### config.mk
export PLATFORM = sky130hd
export DESIGN_NAME = timer_mode_controller
export DESIGN_NICKNAME = d
export VERILOG_FILES = /design/src/rtl/timer_ctrl_pkg.sv /design/src/rtl/btn_debounce.sv /design/src/rtl/timer_mode_controller.sv
export SDC_FILE = /design/constraint.sdc
export NUM_CORES = 1
export LEC_CHECK = 0
export CAP_MARGIN = 20
export CORE_ASPECT_RATIO = 0.75
export CORE_UTILIZATION = 50
export DETAILED_ROUTE_END_ITERATION = 7
export PLACE_DENSITY = 0.75
export SLEW_MARGIN = 5
export SYNTH_ARGS = -nofsm -noshare
export SYNTH_HDL_FRONTEND = slang
export SYNTH_SLANG_ARGS = --single-unit
### constraint.sdc
create_clock -name clk -period 3.4 [get_ports clk]
set_clock_uncertainty 0.1 [all_clocks]
set_input_delay 0.34 -clock clk [delete_from_list [all_inputs] [get_ports clk]]
set_output_delay 0.34 -clock clk [all_outputs]
set_load 0.01 [all_outputs]
### src/rtl/timer_ctrl_pkg.sv
// Shared types and constants for the timer front-panel controller.
// Holds the FSM state encoding, default timing params and zero count.
package timer_ctrl_pkg;

   typedef enum logic [1:0] {
      IDLE    = 2'd0,
      RUNNING = 2'd1,
      PAUSED  = 2'd2,
      EXPIRED = 2'd3
   } timer_state_t;

   localparam int unsigned DB_CYCLES_DEFAULT    = 2;
   localparam int unsigned ALARM_CYCLES_DEFAULT = 300;

   localparam logic [15:0] COUNT_ZERO = 16'h0000;

endpackage

### src/rtl/btn_debounce.sv
// Button conditioner: 2-flop synchroniser, stability counter, rise event.
// Ports: clk, rst_n, raw (async in), level (accepted), evt (1-cycle rise).
module btn_debounce
   import timer_ctrl_pkg::*;
#(
   parameter int unsigned DB_CYCLES = DB_CYCLES_DEFAULT
) (
   input  logic clk,
   input  logic rst_n,
   input  logic raw,
   output logic level,
   output logic evt
);

   localparam logic [7:0] CNT_LAST = 8'(DB_CYCLES - 1);

   logic       sync1;
   logic       sync2;
   logic [7:0] cnt;

   // cnt holds how many consecutive cycles sync2 has disagreed with
   // level, minus one on the accepting cycle.
   always_ff @(posedge clk or negedge rst_n) begin
      if (!rst_n) begin
         sync1 <= 1'b0;
         sync2 <= 1'b0;
         cnt   <= 8'd0;
         level <= 1'b0;
         evt   <= 1'b0;
      end else begin
         sync1 <= raw;
         sync2 <= sync1;
         evt   <= 1'b0;
         if (sync2 == level) begin
            cnt <= 8'd0;
         end else if (cnt == CNT_LAST) begin
            cnt   <= 8'd0;
            level <= sync2;
            evt   <= sync2;
         end else begin
            cnt <= cnt + 8'd1;
         end
      end
   end

endmodule

### src/rtl/timer_mode_controller.sv
// Front-panel FSM for the two-mode timer core: buttons, expiry, alarm.
// Ports: clk, rst_n, three raw buttons, core count in; StartStop,
// ModeSel, core_rst_n, alarm, state out. Alarm counter is built only
// when TIMER_ALARM_EN is defined; otherwise alarm is tied low.
module timer_mode_controller
   import timer_ctrl_pkg::*;
#(
   parameter int unsigned DB_CYCLES    = DB_CYCLES_DEFAULT,
   parameter int unsigned ALARM_CYCLES = ALARM_CYCLES_DEFAULT
) (
   input  logic       clk,
   input  logic       rst_n,
   input  logic       btn_startstop_raw,
   input  logic       btn_mode_raw,
   input  logic       btn_clear_raw,
   input  logic [7:0] core_msb,
   input  logic [7:0] core_lsb,
   output logic       StartStop,
   output logic       ModeSel,
   output logic       core_rst_n,
   output logic       alarm,
   output logic [1:0] state
);

   logic ss_evt;
   logic mode_evt;
   logic clr_evt;
   logic [2:0] unused_lvl;

   btn_debounce #(.DB_CYCLES(DB_CYCLES)) u_db_ss (
      .clk   (clk),
      .rst_n (rst_n),
      .raw   (btn_startstop_raw),
      .level (unused_lvl[0]),
      .evt   (ss_evt)
   );

   btn_debounce #(.DB_CYCLES(DB_CYCLES)) u_db_mode (
      .clk   (clk),
      .rst_n (rst_n),
      .raw   (btn_mode_raw),
      .level (unused_lvl[1]),
      .evt   (mode_evt)
   );

   btn_debounce #(.DB_CYCLES(DB_CYCLES)) u_db_clr (
      .clk   (clk),
      .rst_n (rst_n),
      .raw   (btn_clear_raw),
      .level (unused_lvl[2]),
      .evt   (clr_evt)
   );

   timer_state_t st;
   timer_state_t st_nxt;
   logic         mode_q;
   logic         mode_nxt;
   logic         ss_nxt;
   logic         clr_nxt;
   logic         alarm_load;
   logic         count_zero;
   logic         expiry;

   assign count_zero = ({core_msb, core_lsb} == COUNT_ZERO);
   assign expiry     = mode_q & count_zero;

   // Each branch applies only the highest-priority event that the
   // state honours; lower ones are simply dropped.
   always_comb begin
      st_nxt     = st;
      mode_nxt   = mode_q;
      ss_nxt     = 1'b0;
      clr_nxt    = 1'b0;
      alarm_load = 1'b0;
      unique case (st)
         IDLE: begin
            if (clr_evt) begin
               clr_nxt = 1'b1;
            end else if (ss_evt) begin
               st_nxt = RUNNING;
               ss_nxt = 1'b1;
            end else if (mode_evt) begin
               mode_nxt = ~mode_q;
               clr_nxt  = 1'b1;
            end
         end
         RUNNING: begin
            if (expiry) begin
               st_nxt     = EXPIRED;
               ss_nxt     = 1'b1;
               alarm_load = 1'b1;
            end else if (ss_evt) begin
               st_nxt = PAUSED;
               ss_nxt = 1'b1;
            end
         end
         PAUSED: begin
            if (clr_evt) begin
               st_nxt  = IDLE;
               clr_nxt = 1'b1;
            end else if (ss_evt) begin
               st_nxt = RUNNING;
               ss_nxt = 1'b1;
            end else if (mode_evt) begin
               st_nxt   = IDLE;
               mode_nxt = ~mode_q;
               clr_nxt  = 1'b1;
            end
         end
         EXPIRED: begin
            if (clr_evt) begin
               st_nxt  = IDLE;
               clr_nxt = 1'b1;
            end
         end
         default: st_nxt = IDLE;
      endcase
   end

   logic ss_q;
   logic crst_q;

   always_ff @(posedge clk or negedge rst_n) begin
      if (!rst_n) begin
         st     <= IDLE;
         mode_q <= 1'b0;
         ss_q   <= 1'b0;
         crst_q <= 1'b1;
      end else begin
         st     <= st_nxt;
         mode_q <= mode_nxt;
         ss_q   <= ss_nxt;
         crst_q <= ~clr_nxt;
      end
   end

   assign state      = st;
   assign ModeSel    = mode_q;
   assign StartStop  = ss_q;
   assign core_rst_n = crst_q;

`ifdef TIMER_ALARM_EN
   localparam logic [15:0] ALARM_LAST = 16'(ALARM_CYCLES - 1);

   logic [15:0] alarm_cnt;
   logic        alarm_q;

   // alarm_cnt counts the remaining high cycles after the current one.
   always_ff @(posedge clk or negedge rst_n) begin
      if (!rst_n) begin
         alarm_q   <= 1'b0;
         alarm_cnt <= 16'd0;
      end else if (alarm_load) begin
         alarm_q   <= 1'b1;
         alarm_cnt <= ALARM_LAST;
      end else if (st_nxt != EXPIRED) begin
         alarm_q   <= 1'b0;
         alarm_cnt <= 16'd0;
      end else if (alarm_q) begin
         if (alarm_cnt == 16'd0) begin
            alarm_q <= 1'b0;
         end else begin
            alarm_cnt <= alarm_cnt - 16'd1;
         end
      end
   end

   assign alarm = alarm_q;
`else
   logic [16:0] unused_alarm;

   assign unused_alarm = {alarm_load, 16'(ALARM_CYCLES)};
   assign alarm        = 1'b0;
`endif

endmodule

==> impl_metrics.ini, run 1 <==
[cts]
cts_root_buffer = clkbuf_8
postCtsSetupBuffers = 0
cts_buffer_depth = 2
insertion_delay_ns = 0.30
cts.repair.resized = 0
htree_levels = 2
cts.sinks = 41
cts_hold_buf = 0
cts_buffers = 5
clk_pin_slew_ns = 0.08
cts_tree = built

[power]
total_power_mw = 1.48
peakVddDrop_mv = 0.363
p_leak_nw = 0.960
power_density_nw_per_um2 = 652

[worst_setup_path]
cp_num_buf_inv = 1
ff2ff_path_depth = 5
slowest_delay_ns = 0.53
path_max_fanout = 1
cp_top_family = buffers and inverters
path_cells = clkdlybuf4s50_1
reg2reg_to = u_db_ss.level
reg2reg_from = u_db_ss.cnt[1]
crit_required_ns = 2.96
regToRegSetupSlack_ns = 1.87
critical_path_class = reg2out
slowest_stage = clkdlybuf4s50_1
crit_path_end_kind = output pin
arrival_ns = 1.34
start_kind = flip-flop

[timing]
min_period_over_period_pct = 52.5
slew_viol_final = 0
worst_pin_slew_ns = 0.861
fin_ws_ns = 1.62
fmax_mhz = 560
tns_ns = 0
holdWs_ns = 0.0498
finalHoldViolCount = 0
slew_headroom_pct = 42.6
min_period_ns = 1.78
rsz0062_at_grt = no
setup_violations = 0

[yosys]
syn_nets = 194
ys_seq_area_share_pct = 55.8
netlist_instances = 167
synth_warnings = 0
ys_types = 35
synth_area_per_cell_um2 = 11.0
netlist_area_um2 = 1840
ys_ff_latch = 41

[global_route]
antenna_found_initial = 0
grt-ovfl-total = 0
grt_pass1_vias = 1236
grt_usage_pct = 19.9
grt_max_degree = 42
grt_pass1_wl_um = 5570

[placement]
hpwlAfterDp_um = 2360
place_inst = 241
dp_slack_ns = 1.71
portBuffers = 25
place_area_um2 = 2140
gp_congestion = 0.844

[routing]
vias_per_cell = 5.29
drcViolationCount = 0
wl_per_cell_um = 12.8
vias = 1318
wirelength_um = 3200
postRouteAntennaNets = 0
drtIter0Drc = 118
dr.pass1.iters = 4

[floorplanning]
start_util_pct = 54.1
die_w_um = 72.1
die_area_um2 = 3930
coreArea_um2 = 3400
die_y_um = 54.5
ios = 27
placementRows = 18

[final_layout]
area_delta_synth_final_pct = 23.6
fillCellCount = 251
drive_above_1_share_pct = 10.6
antenna_cells = 0
post-route-util_pct = 66.9
fin_cells = 249
stdcell_area_um2 = 2270
layout_commonest_cell = dfrtp_1
finalNetCount = 225
layout_common_cells = dfrtp_1 (40), clkdlybuf4s50_1 (24), nor2_1 (18), o21ai_0 (14), nand3_1 (11)

[outcome]
status = complete, no violations

[hold_path]
min_path_type = in2async

[run]
cap_violations = 0
## where the power goes
| part | switching, mW | leakage [nW] | total [mW] | internal [mW] |
|---|---|---|---|---|
| clock | 0.165 | 0.0681 | 0.457 | 0.291 |
| combinational | 0.180 | 0.356 | 0.369 | 0.189 |
| sequential | 0.0844 | 0.535 | 0.656 | 0.572 |
| total | 0.430 | 0.960 | 1.48 | 1.05 |
## registers in the layout, indices dropped and copies added, names as in the netlist
register         flops
ModeSel              1
StartStop            1
core_rst_n           1
state                2
u_db_clr.cnt         8
u_db_clr.evt         1
u_db_clr.level       1
u_db_clr.sync1       1
u_db_clr.sync2       1
u_db_mode.cnt        8
u_db_mode.evt        1
u_db_mode.level      1
u_db_mode.sync1      1
u_db_mode.sync2      1
u_db_ss.cnt          8
u_db_ss.evt          1
u_db_ss.level        1
u_db_ss.sync1        1
u_db_ss.sync2        1
## logic make-up (layout without fill, tap and decap cells)
family          after synthesis  count (layout)  synth area share [%]
buf+inv                       6              38                  1.43
xor+xnor                     13              13                  6.19
flops                        41              41                  55.8
fa+ha+maj                     6               6                  4.08
other cells                   1               1                 0.204
compound gates               31              31                  10.2
simple gates                 66              66                  20.1
mux                           3               3                  2.04
## cell usage after synthesis
master / count / area share [%]
a21oi_2: 1 / 0.48
nor4b_2: 3 / 2.4
nor4_1: 2 / 0.68
dfstp_2: 1 / 1.4
nand4_1: 2 / 0.68
mux2_2: 2 / 1.2
xnor2_1: 5 / 2.4
a21o_1: 1 / 0.41
conb_1: 1 / 0.20
nor3b_1: 3 / 1.2
and2_1: 1 / 0.34
a21oi_1: 8 / 2.2
nand4_2: 1 / 0.68
xor2_1: 8 / 3.8
a32oi_1: 1 / 0.48
a21bo_2: 2 / 1.1
o21bai_1: 1 / 0.41
o211ai_1: 1 / 0.41
buf_4: 1 / 0.41
nor4b_1: 1 / 0.48
nand2_1: 8 / 1.6
nor2_1: 18 / 3.7
o21ba_2: 1 / 0.54
ha_1: 6 / 4.1
o21ai_0: 14 / 3.8
a21boi_1: 1 / 0.41
dfrtp_1: 40 / 54
nor3_1: 4 / 1.1
nand3b_1: 1 / 0.41
and3_1: 1 / 0.34
nor2b_1: 1 / 0.34
mux2_4: 1 / 0.82
or3_1: 9 / 3.1
nand3_1: 11 / 3.0
inv_1: 5 / 1.0
## per-layer routing
layer	track usage, %	vias to the layer above	wire length [um]
met2	30.0	32	1380
met1	24.8	625	1550
li1	-	653	-
met3	7.18	8	201
met5	0	-	0
met4	12.4	0	71
## final cells by class
| type | count | area, um^2 | area share (%) |
|---|---|---|---|
| Inverter | 5 | 18.8 | 0.825 |
| Tap cell | 50 | 62.6 | 2.75 |
| Multi-Input combinational cell | 120 | 787 | 34.6 |
| Clock buffer | 5 | 68.8 | 3.03 |
| Clock inverter | 3 | 65.1 | 2.86 |
| Timing Repair Buffer | 25 | 245 | 10.8 |
| Sequential cell | 41 | 1030 | 45.2 |
## worst max-delay path by stage
stage	to	cells after the start	slack, ns	start
global placement	StartStop	4	1.84	core_msb[0]
floorplan	u_db_ss.level	5	1.99	u_db_ss.cnt[1]
detailed placement	state[1]	4	1.71	core_msb[0]
finish	core_rst_n	1	1.62	core_rst_n
CTS	core_rst_n	1	1.60	core_rst_n
global route	state[0]	1	1.55	state[0]
(Power assumes the default switching activity.)
==> run 2, diff against run 1 <==
--- a/config.mk
+++ b/config.mk
@@ -7,9 +7,9 @@
 export LEC_CHECK = 0
 export CAP_MARGIN = 20
 export CORE_ASPECT_RATIO = 0.75
-export CORE_UTILIZATION = 50
+export CORE_UTILIZATION = 48
 export DETAILED_ROUTE_END_ITERATION = 7
-export PLACE_DENSITY = 0.75
+export PLACE_DENSITY = 0.76
 export SLEW_MARGIN = 5
 export SYNTH_ARGS = -nofsm -noshare
 export SYNTH_HDL_FRONTEND = slang
==> constraint.sdc (replaced) <==
create_clock -name clk -period 1.5 [get_ports clk]
set_clock_uncertainty 0.1 [all_clocks]
set_input_delay 0.15 -clock clk [delete_from_list [all_inputs] [get_ports clk]]
set_output_delay 0.15 -clock clk [all_outputs]
set_load 0.01 [all_outputs]
==> run 2 against run 1 <==
First-iteration DRC count decreased by 59%. Worst setup slack got worse by 1.6 ns. Sequential share of layout area shrank 2.0 points. Via count is 3.3% higher. Final area up 4.8%. Register-to-register slack worse by 1.8 ns. Worst hold slack improved by 0.14 ns. Global-route usage decreased by 1.9 points. Cell count up 4.8%. Critical endpoint is now state[1].
==> impl_metrics.ini, run 2 (same netlist as run 1, synthesis figures left out) <==
[final_layout]
stdcell_area_um2 = 2380
drive_above_1_share_pct = 17.7
finalNetCount = 235
top_regs = u_db_clr.cnt (8), u_db_mode.cnt (8), u_db_ss.cnt (8)
fillCellCount = 302
antenna_cells = 0
area_delta_synth_final_pct = 29.6
fin_cells = 261
layout_commonest_cell = dfrtp_1
layout_common_cells = dfrtp_1 (38), clkdlybuf4s50_1 (21), nor2_1 (18), o21ai_0 (14)

[global_route]
grt_usage_pct = 18.0
grt_pass1_vias = 1325
grt_max_degree = 16
antenna_found_initial = 0
grt_pass1_wl_um = 5630
grt-ovfl-total = 0

[power]
total_power_mw = 3.41
power_density_nw_per_um2 = 1430
p_leak_nw = 1.01
peakVddDrop_mv = 0.918

[timing]
fin_ws_ns = 0.0539
min_period_ns = 1.45
min_period_over_period_pct = 96.4
slew_viol_final = 0
rsz0062_at_grt = yes
fmax_mhz = 692
setup_violations = 0
finalHoldViolCount = 0

[worst_setup_path]
reg2reg_from = u_db_ss.cnt[1]
reg2reg_to = u_db_ss.level
startpoint = state[1]
crit_cells = 1
ff2ff_path_depth = 5
cp_top_family = buffers and inverters
cp_num_buf_inv = 1
crit_path_end_kind = output pin
slowest_delay_ns = 0.54
critical_path_class = reg2out
crit_required_ns = 1.25
start_kind = flip-flop
endpoint = state[1]
slowest_stage = clkdlybuf4s50_1
arrival_ns = 1.20
path_cells = clkdlybuf4s50_1
regToRegSetupSlack_ns = 0.06
path_max_fanout = 3

[cts]
cts_buffers = 5
cts_root_buffer = clkbuf_8
insertion_delay_ns = 0.28
cts.sinks = 41
htree_levels = 2
cts_buffer_depth = 2
cts_tree = built
clk_pin_slew_ns = 0.08

[routing]
postRouteAntennaNets = 0
dr.pass1.iters = 4
wirelength_um = 3380
vias = 1361
vias_per_cell = 5.21
drtIter0Drc = 48
drcViolationCount = 0
wl_per_cell_um = 13.0

[floorplanning]
start_util_pct = 50.3
ios = 27
placementRows = 19
die_y_um = 55.6
die_w_um = 73.5
die_area_um2 = 4090
coreArea_um2 = 3660

[hold_path]
min_path_type = in2async

[placement]
gp_congestion = 0.862
portBuffers = 25
hpwlAfterDp_um = 2450
place_area_um2 = 2170
place_inst = 246
dp_slack_ns = -0.0143

[run]
cap_violations = 0

[outcome]
status = complete, no violations
run 2: changes by cell type in the layout (fill, tap and decap cells not counted), sizes merged:
| cell | previous run | this run |
|---|---|---|
| dlymetal6s2s | 0 | 1 |
| buf | 1 | 10 |
| dlygate4sd2 | 0 | 2 |
| clkbuf | 5 | 7 |
| clkinv | 1 | 0 |
| clkdlybuf4s50 | 24 | 21 |
| bufinv | 2 | 1 |
| dlygate4sd3 | 0 | 1 |
run 2: report_power, final:
part           internal (mW)  total (mW)  switching (mW)
Combinational          0.558        1.02           0.467
Clock                  0.542       0.898           0.355
Sequential              1.30        1.48           0.184
run 2: through the flow:
step / setup TNS (ns) / hold WS (ns) / utilization (%)
after global placement: 0 / -0.0495 / 59.2
after floorplan: 0 / -0.246 / -
final: 0 / 0.186 / 65.1
after global routing: -0.0255 / 0.191 / 65.1
after CTS: 0 / 0.187 / 63.0
after detailed placement: -0.0143 / -0.0496 / 59.2
run 2: area by class of cell:
| class | instances | area, um^2 | area share (%) |
|---|---|---|---|
| flip-flops and latches | 41 | 1030 | 43.2 |
| well taps | 52 | 65.1 | 2.73 |
| multi-input cells | 120 | 832 | 34.9 |
| inverters | 5 | 18.8 | 0.787 |
| clock inverters | 1 | 30.0 | 1.26 |
| clock buffers | 7 | 86.3 | 3.62 |
| repair buffers | 35 | 323 | 13.5 |
run 2: how the worst min path moves through the flow:
stage | start | endpoint | slack (ns)
after floorplan | rst_n | ModeSel | -0.25
after global placement | rst_n | u_db_clr.cnt[6] | -0.05
after detailed placement | rst_n | u_db_clr.cnt[5] | -0.05
after CTS | rst_n | ModeSel | 0.19
after global routing | btn_mode_raw | u_db_mode.sync1 | 0.19
final | rst_n | state[1] | 0.19
run 2: what timing repair did:
item	CTS	global route
gates resized for setup	3	11
pin swaps	0	2
setup endpoints to repair	3	15
endpoints found under the hold margin	41	0
hold buffers	1	0
setup buffers	2	4
run 2: per-layer routing:
metal	track usage, %	share of wire [%]	vias up
li1	-	-	667
met1	24.1	45	650
met2	28.6	47	42
met3	4.89	7.4	2
met4	5.22	0.47	0
met5	0	0	-
==> run 3, diff against run 2 <==
--- a/config.mk
+++ b/config.mk
@@ -10,7 +10,8 @@
 export CORE_UTILIZATION = 48
 export DETAILED_ROUTE_END_ITERATION = 7
 export PLACE_DENSITY = 0.76
-export SLEW_MARGIN = 5
+export RECOVER_POWER = 25
+export SETUP_SLACK_MARGIN = 0.5
 export SYNTH_ARGS = -nofsm -noshare
 export SYNTH_HDL_FRONTEND = slang
 export SYNTH_SLANG_ARGS = --single-unit
==> run 3 against run 2 <==
Utilization grew 9.0 points. Combinational power up 55%. Clock power increased by 4.1%. Non-clock buffer count rose by 12. Wire length grew 39%. Register-to-register slack got worse by 0.04 ns. Final area is 14% higher. Sequential share of layout area shrank 5.1 points. Via count up 15%. Worst hold slack better by 0.021 ns. Worst setup slack worse by 0.037 ns. Critical endpoint is now u_db_mode.cnt[5].
==> impl_metrics.ini, run 3 (same netlist as run 1, synthesis figures left out) <==
[cts]
clk_pin_slew_ns = 0.08
htree_levels = 2
cts_buffers = 5
insertion_delay_ns = 0.31
cts_tree = built
cts_root_buffer = clkbuf_8
cts_buffer_depth = 2
cts.sinks = 41

[routing]
wl_per_cell_um = 17.3
drcViolationCount = 0
wirelength_um = 4720
dr.pass1.iters = 4
postRouteAntennaNets = 0
vias = 1565
drtIter0Drc = 152
vias_per_cell = 5.73

[timing]
slew_viol_final = 0
holdWs_ns = 0.207
min_period_ns = 1.48
rsz0062_at_grt = yes
setup_violations = 0
finalHoldViolCount = 0
min_period_over_period_pct = 98.9
fmax_mhz = 674

[floorplanning]
die_y_um = 55.6
die_area_um2 = 4090
start_util_pct = 50.3
placementRows = 19
coreArea_um2 = 3660
die_w_um = 73.5
ios = 27

[final_layout]
area_delta_synth_final_pct = 47.5
layout_commonest_cell = dfrtp_1
post-route-util_pct = 74.1
finalNetCount = 247
layout_common_cells = dfrtp_1 (36), clkdlybuf4s50_1 (16), buf_4 (12), nor2_1 (11), buf_6 (10)
top_regs = u_db_clr.cnt (8), u_db_mode.cnt (8), u_db_ss.cnt (8)
drive_above_1_share_pct = 39.8
antenna_cells = 0

[power]
p_leak_nw = 1.10
p_comb_share_pct = 39.4
switching_share_pct = 33.3
power_density_nw_per_um2 = 1480
peakVddDrop_mv = 0.930
p_int_mw = 2.68
netSwitchingPower_mw = 1.34
power_frac_clock_pct = 23.3
p_seq_share_pct = 37.3

[worst_setup_path]
start_kind = flip-flop
crit_path_end_kind = flip-flop
crit_required_ns = 1.59
arrival_ns = 1.57
path_max_fanout = 8
critical_path_class = reg2reg

[global_route]
antenna_found_initial = 0
grt_pass1_wl_um = 6570
grt-ovfl-total = 0
grt_pass1_vias = 1473
grt_usage_pct = 22.1
grt_max_degree = 26

[outcome]
status = complete, no violations

[placement]
gp_congestion = 0.840
portBuffers = 25
hpwlAfterDp_um = 2620

[run]
cap_violations = 0

[hold_path]
min_path_type = in2async
-- run 3: metal layers --
| layer | vias to the layer above | GRT usage [%] | wire (um) |
|---|---|---|---|
| met5 | - | 0 | 0 |
| li1 | 693 | - | - |
| met1 | 783 | 24.9 | 1820 |
| met4 | 0 | 13.5 | 167 |
| met3 | 19 | 6.34 | 306 |
| met2 | 70 | 36.7 | 2420 |
-- run 3: timing repair --
item / in CTS / in global routing
pin swaps: 10 / 6
setup buffers: 17 / 3
setup endpoints to repair: 40 / 40
hold buffers: 1 / 0
resized for setup: 41 / 32
hold endpoints to repair: 16 / 0
-- run 3: worst max-delay path, cell delays in order (launching register included) --
cell	delay (ns)
dfrtp_1	0.38
inv_1	0.06
ha_2	0.17
nor4b_4	0.24
buf_4	0.17
a21o_4	0.20
a21oi_2	0.06
-- run 3: final timing paths --
check / cells after the start / to / startpoint / slack [ns]
worst max-delay path: 6 / u_db_mode.cnt[5] / u_db_mode.cnt[1] / 0.02
worst min-delay path: 2 / u_db_ss.level / rst_n / 0.21
worst max register to register: 6 / u_db_mode.cnt[5] / u_db_mode.cnt[1] / 0.02
worst min register to register: 0 / u_db_clr.sync2 / u_db_clr.sync1 / 0.25
max in group asynchronous: 3 / u_db_ss.cnt[2] / rst_n / 0.59
min in group clk: 0 / u_db_clr.sync2 / u_db_clr.sync1 / 0.25
-- run 3: through the flow --
stage / cell area, um^2 / worst slack [ns] / cells / setup TNS [ns] / power [mW]
finish: 2710 / 0.0167 / 273 / 0 / 4.02
CTS: 2590 / 0.0530 / 270 / 0 / 3.72
floorplan: 1910 / 0.109 / 167 / 0 / 2.14
detailed placement: 2230 / -0.115 / 244 / -0.304 / 2.45
global route: 2710 / -0.0469 / 273 / -0.382 / 4.20
global placement: 2230 / 0.0548 / 244 / 0 / 2.39
-- run 3: power groups by stage --
stage               clock (mW)  sequential, mW  combinational (mW)
global placement             0            1.51               0.875
finish                   0.935            1.50                1.58
floorplan                    0            1.51               0.630
detailed placement           0            1.53               0.919
global route             0.997            1.52                1.68
CTS                      0.923            1.48                1.32
-- run 3: layout make-up --
type,instances,area [um^2]
multi-input combinational,120,1040
sequential,41,1030
fill,228,947
timing repair buffer,47,443
clock buffer,7,86.3
tap,52,65.1
clock inverter,1,30.0
inverter,5,18.8
==> patch 1: new RTL, config.mk and constraints of run 2 <==
Build with the macro `TIMER_ALARM_EN` defined.
--- a/src/rtl/timer_mode_controller.sv
+++ b/src/rtl/timer_mode_controller.sv
@@ -3,4 +3,6 @@
 // ModeSel, core_rst_n, alarm, state out. Alarm counter is built only
 // when TIMER_ALARM_EN is defined; otherwise alarm is tied low.
+`define TIMER_ALARM_EN
+
 module timer_mode_controller
    import timer_ctrl_pkg::*;
Function: changed (Yosys sat finds a counterexample within 10 cycles, from zero or initial values and one cycle with rst_n low).
==> patch 1 against run 2 <==
Utilization rose by 5.6 points. Critical path depth increased by 3. Synthesized cell count up 56%. Final cell count up 64%. The run now ends with negative setup slack left. Cell area up 60%. Highest routed layer unchanged. Non-clock buffer count is 44 higher. Routed wire length increased by 83%. Power up 35%. Sequential cell count rose by 17. Worst setup slack worse by 0.57 ns. Area after synthesis increased by 48%.
==> patch 1: results (changes against run 2) <==
synth_area_leaders: "dfrtp_1, xor2_1, nor2_1, ha_1, nand3_1"
drt_iter0_drc: 76  # +58%
drt_wl_total_mm: 6.20  # +83%
cts_root_buf: "clkbuf_8"
grt_pass1_wl_mm: 9.98  # +77%
synth_nets: 290  # +49%
fin_nets: 377  # +60%
finalSetupViolations: 17  # +17
largest-register: "alarm_cnt"
cp_max_fo: 3  # unchanged
vdd_drop_max_mv: 0.707  # -23%
setup_ws_ns: -0.516  # -0.570 ns
slowest_delay_ns: 0.55
worst_slew_pin_slew_ns: 0.344
status: "complete, but fails checks"
antenna_cells: 0  # unchanged
cts_buffer_depth: 2  # unchanged
worstHoldPathType: "input pin to asynchronous set/reset pin"
post-place-ws_ns: -0.504  # -0.489 ns
violations: "negative setup slack"
dr.pass1.iters: 4  # unchanged
synth_cell_type_count: 43  # +23%
async_flop_share_pct: 100  # unchanged
gr-usage-all-layers_pct: 22.7  # +4.7 points
vias: 2242  # +65%
cts_inserted_buffers: 9  # +4
cts.htree.levels: 3  # +1
cp_slowest_cell: "or4_4"
cp-startpoint: "alarm_cnt[8]"
final.fill_count: 415  # +37%
yosys_warnings: 0  # unchanged
synth.yosys.seq_area_share_pct: 53.2  # -2.6 points
rr_endpoint: "alarm_cnt[14]"
grt_antenna_before_repair: 0  # unchanged
clk_pin_slew_ns: 0.07
reg2reg_depth: 4  # -1
overflow: 0  # unchanged
drv_cap: 0  # unchanged
gp_congestion: 0.813  # -5.7%
port_buffers: 26  # +4.0%
p_leak_nw: 1.75  # +73%
clk_latency_ns: 0.34  # +0.06 ns
crit_end: "alarm_cnt[14]"
hpwl_mm: 4.01  # +64%
grt_max_degree: 46  # +30
largest_reg_flops: 16
worstPathArrival_ns: 2.18  # +0.98 ns
drive_gt1_share_pct: 32.3  # +15 points
netlist_top_cells_count: "dfrtp_1, nor2_1, xor2_1, nand3_1, nand2_1"
## patch 1: repair_timing
item,in CTS,in global routing
hold endpoints to repair,58,0
hold buffers,1,0
endpoints found under the setup margin,49,25
resized for setup,22,19
gates cloned,0,1
pin swaps,6,12
buffers inserted,3,5
## patch 1: how the worst min path moves through the flow
stage,start,to,slack (ns),depth (start not counted)
6_report,rst_n,state[1],0.14,2
2_1_floorplan,rst_n,ModeSel,-0.25,0
5_1_grt,btn_clear_raw,u_db_clr.sync1,0.15,1
3_3_place_gp,rst_n,alarm_cnt[14],-0.03,1
4_1_cts,btn_clear_raw,u_db_clr.sync1,0.13,1
3_5_place_dp,rst_n,alarm_cnt[11],-0.03,1
## patch 1: power breakdown
part | total, mW | internal, mW | switching, mW
clock | 1.22 | 0.590 | 0.634
combinational | 1.45 | 0.674 | 0.775
sequential | 1.93 | 1.78 | 0.156
total | 4.61 | 3.04 | 1.57
## patch 1: kinds of logic after synthesis
group                      share of synthesized area [%]
DFF                                                 53.2
muxes                                               1.60
buffers and inverters                               1.51
xor gates and xnor gates                            7.06
AOI/OAI and AO/OA                                   8.75
and+or+nand+nor                                     24.2
adders and majority gates                           3.67
## patch 1: final cells by class
class / instances / area share [%]
clock buffer: 9 / 3.24
clock inverter: 7 / 1.21
inverter: 8 / 0.785
multi-input combinational: 192 / 36.9
sequential: 58 / 38.0
tap: 75 / 2.45
timing repair buffer: 79 / 17.4
## patch 1: worst max-delay path, delay by kind of cell (launching register included)
family             cells  cell delay, ns
AOI/OAI and AO/OA      1            0.15
and+or+nand+nor        3            1.32
DFF                    1            0.38
## patch 1: routing by layer
metal | routed length [microns] | track usage, % | vias up
met5 | 0 | 0 | -
met4 | 82 | 8.53 | 0
met3 | 320 | 7.58 | 9
met2 | 2930 | 35.1 | 53
met1 | 2870 | 29.8 | 1070
li1 | - | - | 1110
## patch 1: stage by stage
step,instances,setup TNS (ns),cell area (sq um)
floorplan,261,-4.22,2750
global route,428,-6.31,3820
CTS,424,-5.12,3710
detailed placement,404,-6.55,3440
global placement,404,-6.54,3440
finish,428,-5.15,3820
==> patch 2: new RTL, config.mk and constraints of run 2 <==
Without the edit above. Remove the register `ss_q`: a continuous assignment takes its place, so the output `StartStop` follows one clock earlier.
--- a/src/rtl/timer_mode_controller.sv
+++ b/src/rtl/timer_mode_controller.sv
@@ -125,13 +125,13 @@
          st     <= IDLE;
          mode_q <= 1'b0;
-         ss_q   <= 1'b0;
          crst_q <= 1'b1;
       end else begin
          st     <= st_nxt;
          mode_q <= mode_nxt;
-         ss_q   <= ss_nxt;
          crst_q <= ~clr_nxt;
       end
    end
+
+   assign ss_q = ss_nxt;
 
    assign state      = st;
Formal check against the unedited RTL: not equivalent (Yosys sat finds a counterexample within 10 cycles, from zero or initial values and one cycle with rst_n low).
==> patch 2 against run 2 <==
The run now ends with negative setup slack left. Cell area rose by 6.2%. Count of clock-buffer cells in the layout rose by 1. Worst hold slack improved by 0.010 ns. Sequential cell count is 1 lower. Die area decreased by 1.3%. Routed wire length up 18%. Worst setup slack got worse by 0.13 ns. Sequential power decreased by 3%. Area after synthesis decreased by 1.4%. Via count up 5.3%. Power shrank 1.1%. Global-route usage up 2.9 points. Largest cell class unchanged.
==> patch 2: results (changes against run 2) <==
worstPathArrival_ns: 1.33  # +0.13 ns
post_cts_buffers: 10  # +8
routedWlPerCell_microns: 14.5  # +12%
grt_pass1_wl_mm: 6.28  # +12%
met2_usage_pct: 33.2  # +4.6 points
setup_ws_ns: -0.0777  # -0.132 ns
synth.yosys.seq_area_share_pct: 55.2  # -0.61 points
worstHoldPathType: "input pin to register"
gr-usage-all-layers_pct: 20.8  # +2.9 points
synth_area_leaders: "dfrtp_1, ha_1, o21ai_0, xor2_1, nor2_1"
finalSetupViolations: 2  # +2
gp_congestion: 0.852  # -1.2%
final.fill_count: 246  # -19%
cp_max_fo: 2  # -1
hpwl_mm: 2.54  # +3.9%
met3_usage_pct: 5.11  # +0.22 points
drt-vias-per-instance: 5.23  # +0.29%
violations: "negative setup slack"
drt_iter0_drc: 117  # +140%
p_sw_share_pct: 31.5  # +1.9 points
status: "complete, but fails checks"
p_leak_nw: 1.15  # +13%
p_int_mw: 2.31  # -3.9%
vdd_drop_max_mv: 0.771  # -16%
drive_gt1_share_pct: 26.8  # +9.1 points
p_clk_share_pct: 21.4  # -4.9 points
grt_max_degree: 23  # +7
cts.repair.resized: 18  # +15
dr_wl_met3_microns: 187  # -25%
met2_length_mm: 1.97  # +25%
powerComb_mw: 1.21  # +19%
-- patch 2: changes by cell type in the layout (fill, tap and decap cells not counted), moves of 4 or more --
cell / before / now
o21ai_0: 14 / 10
dlymetal6s2s_1: 1 / 6
buf_4: 9 / 24
clkdlybuf4s50_1: 21 / 12
-- patch 2: worst paths after layout --
path                                  from               to  slack, ns
setup reg to reg                  state[1]         state[1]      -0.02
hold reg to reg            u_db_mode.sync1  u_db_mode.sync2       0.25
max in group asynchronous            rst_n       core_rst_n       0.51
min in group asynchronous            rst_n   u_db_ss.cnt[1]       0.24
hold / removal                btn_mode_raw  u_db_mode.sync1       0.20
setup / recovery               core_lsb[7]        StartStop      -0.08
-- patch 2: cell families after synthesis --
logic type | Yosys count | synth area share (%)
buffers and inverters | 6 | 1.45
multiplexers | 3 | 2.07
AO/OA/AOI/OAI | 31 | 10.3
adder cells (fa/ha/maj) | 6 | 4.13
AND/OR/NAND/NOR | 66 | 20.3
flip-flops | 40 | 55.2
XOR/XNOR | 13 | 6.27
other | 1 | 0.207
-- patch 2: layout make-up --
type / instances / share of cell area (%)
inverter: 5 / 0.741
timing repair buffer: 51 / 18.0
clock buffer: 8 / 3.56
tap: 50 / 2.47
multi-input combinational: 120 / 35.7
sequential: 40 / 39.6
-- patch 2: metrics by stage --
step           area, sq um  setup slack [ns]  std cells  setup TNS [ns]
6_report              2530           -0.0777        274         -0.0968
2_1_floorplan         1820            0.0938        166               0
5_1_grt               2530            -0.124        274          -0.390
4_1_cts               2410           -0.0496        270         -0.0846
3_5_place_dp          2210            -0.557        251          -0.581
3_3_place_gp          2210            -0.482        251          -0.496
-- patch 2: worst max-delay path: stages --
cell             delay (ns)
clkdlybuf4s50_1        0.44
nor4b_4                0.27
nand3_2                0.15
o21ai_2                0.17
buf_2                  0.15
